File: config.mk
export PLATFORM = sky130hd
export DESIGN_NAME = lab1_imul_dot_accum
export DESIGN_NICKNAME = d
export VERILOG_FILES = /design/src/rtl/lab1_imul_dot_pkg.sv /design/src/rtl/lab1_imul_dot_acc_reg.sv /design/src/rtl/lab1_imul_dot_accum.sv
export SDC_FILE = /design/constraint.sdc
export NUM_CORES = 1
export LEC_CHECK = 0
export BUFFER_PORTS_ARGS = -buffer_cell sky130_fd_sc_hd__buf_4
export CAP_MARGIN = 40
export CORE_MARGIN = 2
export CORE_UTILIZATION = 55
export CTS_BUF_LIST = sky130_fd_sc_hd__clkbuf_16
export CTS_CLUSTER_DIAMETER = 80
export DETAILED_ROUTE_END_ITERATION = 12
export GPL_TIMING_DRIVEN = 0
export PLACE_DENSITY = 0.86
export SETUP_SLACK_MARGIN = 0.1
export SLEW_MARGIN = 15
export SYNTH_ARGS = -nofsm -noshare
export SYNTH_HDL_FRONTEND = slang
export SYNTH_SLANG_ARGS = --single-unit
File: constraint.sdc
create_clock -name clk -period 3.8 [get_ports clk]
set_clock_uncertainty 0.1 [all_clocks]
set_input_delay 0.57 -clock clk [delete_from_list [all_inputs] [get_ports clk]]
set_output_delay 0.57 -clock clk [all_outputs]
set_load 0.01 [all_outputs]
File: src/rtl/lab1_imul_dot_pkg.sv
// Shared definitions for the dot-product accumulator slice.
//   state_t          : accumulator FSM states (IDLE, ACCUM, DONE)
//   P_NBITS_DEFAULT  : default product/sum width
//   P_LEN_NBITS_DEFAULT : default vector-length field width
//   state_char()     : one-letter state tag for line tracing
package lab1_imul_dot_pkg;

  localparam int unsigned P_NBITS_DEFAULT     = 32;
  localparam int unsigned P_LEN_NBITS_DEFAULT = 8;

  typedef enum logic [1:0] {
    IDLE  = 2'd0,
    ACCUM = 2'd1,
    DONE  = 2'd2
  } state_t;

  function automatic logic [7:0] state_char(input state_t s);
    case (s)
      IDLE:    return "I";
      ACCUM:   return "A";
      DONE:    return "D";
      default: return "?";
    endcase
  endfunction

endpackage

File: src/rtl/lab1_imul_dot_acc_reg.sv
// Adder plus sum register for the dot-product accumulator.
// Ports:
//   clk, reset : clock, asynchronous active-high reset (sum -> 0)
//   en         : add in_msg into the sum this cycle
//   clr        : clear the sum to 0 (takes priority over en)
//   in_msg     : value to accumulate
//   out_msg    : registered sum
// Macro LAB1_IMUL_DOT_ACCUM_SAT_EN: when defined the add saturates at
// all-ones (sticky until clr); otherwise it wraps modulo 2^p_nbits.
module lab1_imul_dot_acc_reg
  import lab1_imul_dot_pkg::*;
#(
  parameter int unsigned p_nbits = P_NBITS_DEFAULT
) (
  input  logic               clk,
  input  logic               reset,
  input  logic               en,
  input  logic               clr,
  input  logic [p_nbits-1:0] in_msg,
  output logic [p_nbits-1:0] out_msg
);

  logic [p_nbits-1:0] sum_q;
  logic [p_nbits-1:0] sum_nxt;

`ifdef LAB1_IMUL_DOT_ACCUM_SAT_EN
  logic carry;

  // Once clamped at all-ones, any further add either carries or adds 0,
  // so the saturated value stays put without an extra sticky flag.
  always_comb begin
    {carry, sum_nxt} = {1'b0, sum_q} + {1'b0, in_msg};
    if (carry) sum_nxt = '1;
  end
`else
  always_comb begin
    sum_nxt = sum_q + in_msg;
  end
`endif

  always_ff @(posedge clk or posedge reset) begin
    if (reset)    sum_q <= '0;
    else if (clr) sum_q <= '0;
    else if (en)  sum_q <= sum_nxt;
  end

  assign out_msg = sum_q;

endmodule

File: src/rtl/lab1_imul_dot_accum.sv
// Dot-product accumulator: accepts a length N on the cfg channel, sums N
// products arriving on the in channel (from a multiplier response port),
// then presents the sum on the out channel.
// Ports:
//   clk, reset        : clock, asynchronous active-high reset
//   cfg_val/rdy/msg   : vector length request (rdy only in IDLE)
//   in_val/rdy/msg    : product stream (rdy only in ACCUM)
//   out_val/rdy/msg   : accumulated sum (val only in DONE); out_msg always
//                       shows the registered sum
// Macro LAB1_IMUL_DOT_ACCUM_SAT_EN: saturating accumulate (see acc_reg).
module lab1_imul_dot_accum
  import lab1_imul_dot_pkg::*;
#(
  parameter int unsigned p_nbits     = P_NBITS_DEFAULT,
  parameter int unsigned p_len_nbits = P_LEN_NBITS_DEFAULT
) (
  input  logic                   clk,
  input  logic                   reset,
  input  logic                   cfg_val,
  output logic                   cfg_rdy,
  input  logic [p_len_nbits-1:0] cfg_msg,
  input  logic                   in_val,
  output logic                   in_rdy,
  input  logic [p_nbits-1:0]     in_msg,
  output logic                   out_val,
  input  logic                   out_rdy,
  output logic [p_nbits-1:0]     out_msg
);

  state_t                 state_q;
  state_t                 state_nxt;
  logic [p_len_nbits-1:0] count_q;
  logic                   cfg_xfer;
  logic                   in_xfer;

  assign cfg_xfer = cfg_val & cfg_rdy;
  assign in_xfer  = in_val & in_rdy;

  always_ff @(posedge clk or posedge reset) begin
    if (reset) state_q <= IDLE;
    else       state_q <= state_nxt;
  end

  always_comb begin
    state_nxt = state_q;
    cfg_rdy   = 1'b0;
    in_rdy    = 1'b0;
    out_val   = 1'b0;
    case (state_q)
      IDLE: begin
        cfg_rdy = 1'b1;
        if (cfg_val) state_nxt = (cfg_msg == '0) ? DONE : ACCUM;
      end
      ACCUM: begin
        in_rdy = 1'b1;
        if (in_val && (count_q == p_len_nbits'(1))) state_nxt = DONE;
      end
      DONE: begin
        out_val = 1'b1;
        if (out_rdy) state_nxt = IDLE;
      end
      default: state_nxt = IDLE;
    endcase
  end

  always_ff @(posedge clk or posedge reset) begin
    if (reset)         count_q <= '0;
    else if (cfg_xfer) count_q <= cfg_msg;
    else if (in_xfer)  count_q <= count_q - p_len_nbits'(1);
  end

  lab1_imul_dot_acc_reg #(
    .p_nbits (p_nbits)
  ) u_acc (
    .clk     (clk),
    .reset   (reset),
    .en      (in_xfer),
    .clr     (cfg_xfer),
    .in_msg  (in_msg),
    .out_msg (out_msg)
  );

`ifndef SYNTHESIS
  // Handshake field: message on transfer, '#' stalled valid, '.' not ready.
  function automatic string hs(input logic v, input logic r, input logic [63:0] m);
    if (v && r) return $sformatf("%0h", m);
    if (v)      return "#";
    if (!r)     return ".";
    return " ";
  endfunction

  function automatic string line_trace();
    return $sformatf("cfg:%s in:%s (%c %0d) out:%s",
                     hs(cfg_val, cfg_rdy, 64'(cfg_msg)),
                     hs(in_val, in_rdy, 64'(in_msg)),
                     state_char(state_q), count_q,
                     hs(out_val, out_rdy, 64'(out_msg)));
  endfunction
`endif

endmodule

==> reports/results.tsv <==
stage	metric	value	unit
placed_design	place_inst	549	
critical_path	worstPathCellList	ha_1, fa_1, a211oi_2, o21bai_1, a21oi_2, o211ai_2, a221o_2, a21oi_2, o41a_1, nor4b_1, a211o_1	
placed_design	place_ws	0.4651	ns
global_route	grt_pass1_vias	3180	
critical_path	r2r_setup_slack	0.73	ns
clocking	cts_tree	built	
clocking	root_buffer	clkbuf_16	
sta	max_freq	0.3259	GHz
layout	fin_nets	560	
die	ios	80	
logic_synthesis	synth-edff-count	0	
sta	finalHoldViolCount	0	
power	p_leak	2.076	nW
outcome	status	finished, final reports clean	
layout	multi_input_area	2220	um2
layout	fillCellCount	476	
logic_synthesis	synth-seq-cells	42	
logic_synthesis	syn_nets	473	
clocking	path_clk_slew	0.06	ns
critical_path	critPathLaunch	u_acc.out_msg[0]$_DFFE_PP0P_	
logic_synthesis	ys.warnings.count	0	
logic_synthesis	synth.avg_cell_area	8.577	um2
route	dr.pass1.iters	4	
route	drt-vias-per-instance	5.912	
logic_synthesis	yosys.cell_types.count	54	
hold_path	hp-class	in2async	
placed_design	placed_area	4086	um2
global_route	grt-ovfl-total	0	
route	drc	0	
sta	finalWorstSetupSlack	0.7314	ns
power	powerDensity	806.4	nW/um2
sta	worstMarginPinSlew	0.6488	ns
sta	post-route-period-util	0.8075	
layout	diodes	0	
clocking	cts_buffer_depth	2	
critical_path	crit_path_max_incr_delay	0.45	ns
placed_design	port_buffers	79	
route	dr_total_vias	3293	
critical_path	path_buf_inv	0	
critical_path	crit_type	reg2reg	
die	die_area	6787	um2
critical_path	cp.required	3.87	ns
logic_synthesis	synth_top_cell_area_share	0.3110	
sta	setup_viol	0	
logic_synthesis	synth_top_flop_cell	dfrtp_1	
layout	seq_area	1051	um2
logic_synthesis	synthTopCellsByCount	50 x nand2_1, 42 x dfrtp_1, 36 x o21ai_0, 33 x a21oi_1, 33 x ha_1	
layout	stdcell_count	557	
layout	drive_gt1_frac	0.2282	
sta	slew_headroom	0.5675	
critical_path	critical-path-top-delay-family	compound AO/OA/AOI/OAI gates	
logic_synthesis	synth_top_cell_by_area	dfrtp_1	
clocking	postCtsHoldBufs	0	
logic_synthesis	yosysSeqAreaShare	0.3110	
logic_synthesis	synthCells	394	
critical_path	rr_worst_depth	11	
layout	postLayoutCellArea	4233	um2
die	coreArea	5921	um2
logic_synthesis	async_flop_share	1.000	
layout	area_growth	25.25	%
die	start_util	0.5708	
route	initialDrtViolationCount	179	
clocking	htreeDepth	2	
clocking	cts_setup_buffers	0	
global_route	grt_max_degree	32	
sta	period_minus_slack	3.069	ns
logic_synthesis	synth_area	3379	um2
critical_path	r2r_start	u_acc.out_msg[0]$_DFFE_PP0P_	
die	std_cell_rows	28	
clocking	clk_latency	0.29	ns
clocking	ctsResizeCount	0	
route	avgRoutedWirePerCell	15.47	um
placed_design	place_congestion	0.8615	
critical_path	crit_fanout	3	
sta	fin_setup_tns	0	ns
critical_path	cp.depth	11	
logic_synthesis	synthTopCellsByArea	dfrtp_1 31%, ha_1 12%, nand2_1 5.6%, o21ai_0 5.3%, a21oi_1 4.9%	
critical_path	critical-path-slowest-cell	fa_1	
critical_path	start_kind	flop	
run	max_cap_viol_count	0	
global_route	grt_usage	0.2638	
power	power	3.413	mW
global_route	antenna_found_initial	0	
global_route	grt_pass1_wl	14.10	mm
logic_synthesis	yosys.cell_count.top_type	nand2_1	
critical_path	cp_common_cell	a21oi_2	
route	ant_nets	0	
placed_design	dp_hpwl	6.537	mm
route	drt-total-wl	8.617	mm
sta	final_max_slew_viol_count	0	
clocking	cts_sinks	42	
die	fp.dieH	82.39	um
power	vdd_drop_max	0.0004053	V
sta	rsz0062_at_grt	false	
clocking	cts_inserted_buffers	5	
die	die_width	82.39	um
critical_path	critPathCaptureType	flop	
critical_path	crit_arrival	3.14	ns
metal layers:
metal	GRT usage	part of all wire	vias up
met4	0.06500	0.012	0
li1	-	-	1616
met3	0.04457	0.059	13
met2	0.4581	0.49	113
met5	0	0	-
met1	0.3407	0.44	1551
final timing paths:
| kind | to |
|---|---|
| max | u_acc.out_msg[22]$_DFFE_PP0P_ |
| max in group asynchronous | u_acc.out_msg[2]$_DFFE_PP0P_ |
| min in group clk | u_acc.out_msg[31]$_DFFE_PP0P_ |
| min | u_acc.out_msg[19]$_DFFE_PP0P_ |
| max reg2reg | u_acc.out_msg[22]$_DFFE_PP0P_ |
| min reg2reg | u_acc.out_msg[31]$_DFFE_PP0P_ |
registers in the layout (all words and copies together), names as in the netlist:
register	flops
state_q	2
u_acc.out_msg	32
count_q	8
final cells by class:
cell class / instances / share of cell area
buffer: 10 / 0.01242
clock buffer: 5 / 0.02956
clock inverter: 3 / 0.005025
inverter: 15 / 0.01330
multi-input combinational: 327 / 0.5244
sequential: 42 / 0.2483
tap: 75 / 0.02217
timing repair buffer: 80 / 0.1448
kinds of logic (layout without fill, tap and decap cells):
kind of cell    Yosys count  in the layout  synth area share
mux                       1              1          0.002962
buf+inv                  25            113           0.03221
compound gates          142            142            0.2803
fa+ha+maj                34             34            0.1281
flops                    42             42            0.3110
simple gates            121            121            0.1703
xor+xnor                 29             29           0.07516
layout by cell type, fill, tap and decap left out, types with 2 or more instances in the layout:
| master | netlist | final |
|---|---|---|
| buf_4 | 2 | 81 |
| nand2_1 | 50 | 50 |
| dfrtp_1 | 42 | 42 |
| o21ai_0 | 36 | 36 |
| a21oi_1 | 33 | 33 |
| ha_1 | 33 | 33 |
| nor2_1 | 21 | 21 |
| a21o_1 | 17 | 17 |
| xnor2_1 | 16 | 16 |
| inv_1 | 15 | 14 |
| xor2_1 | 13 | 13 |
| nand3_1 | 10 | 10 |
| clkbuf_1 | 7 | 7 |
| nand2b_1 | 7 | 7 |
| a22o_1 | 7 | 7 |
| nor3_1 | 6 | 6 |
| a211oi_1 | 6 | 6 |
| o31ai_1 | 5 | 5 |
| nand4_1 | 5 | 5 |
| clkbuf_16 | 0 | 5 |
| nor4_1 | 4 | 4 |
| nor2b_1 | 4 | 4 |
| a21oi_2 | 4 | 4 |
| a211oi_2 | 4 | 4 |
| o21bai_1 | 4 | 4 |
| and3_1 | 4 | 4 |
| o21a_1 | 3 | 3 |
| o21ai_1 | 3 | 3 |
| o22ai_1 | 3 | 3 |
| or2_2 | 2 | 2 |
| o211ai_1 | 2 | 2 |
| a211o_1 | 2 | 2 |
| a31oi_1 | 2 | 2 |
per-stage QoR:
step                      utilization  hold WS (ns)
after floorplan                     -        0.4092
after global placement         0.6868        0.3609
after detailed placement       0.6902        0.3745
after CTS                      0.7149        0.1390
after global routing           0.7149        0.1496
final                          0.7149        0.1224
where the power goes:
part | total, mW | internal, mW | switching [mW] | leakage [nW]
Sequential | 0.836 | 0.653 | 0.183 | 0.529
Clock | 0.433 | 0.244 | 0.190 | 0.0698
Combinational | 2.14 | 0.966 | 1.18 | 1.48
No activity file was read; power rests on OpenSTA's default activity.
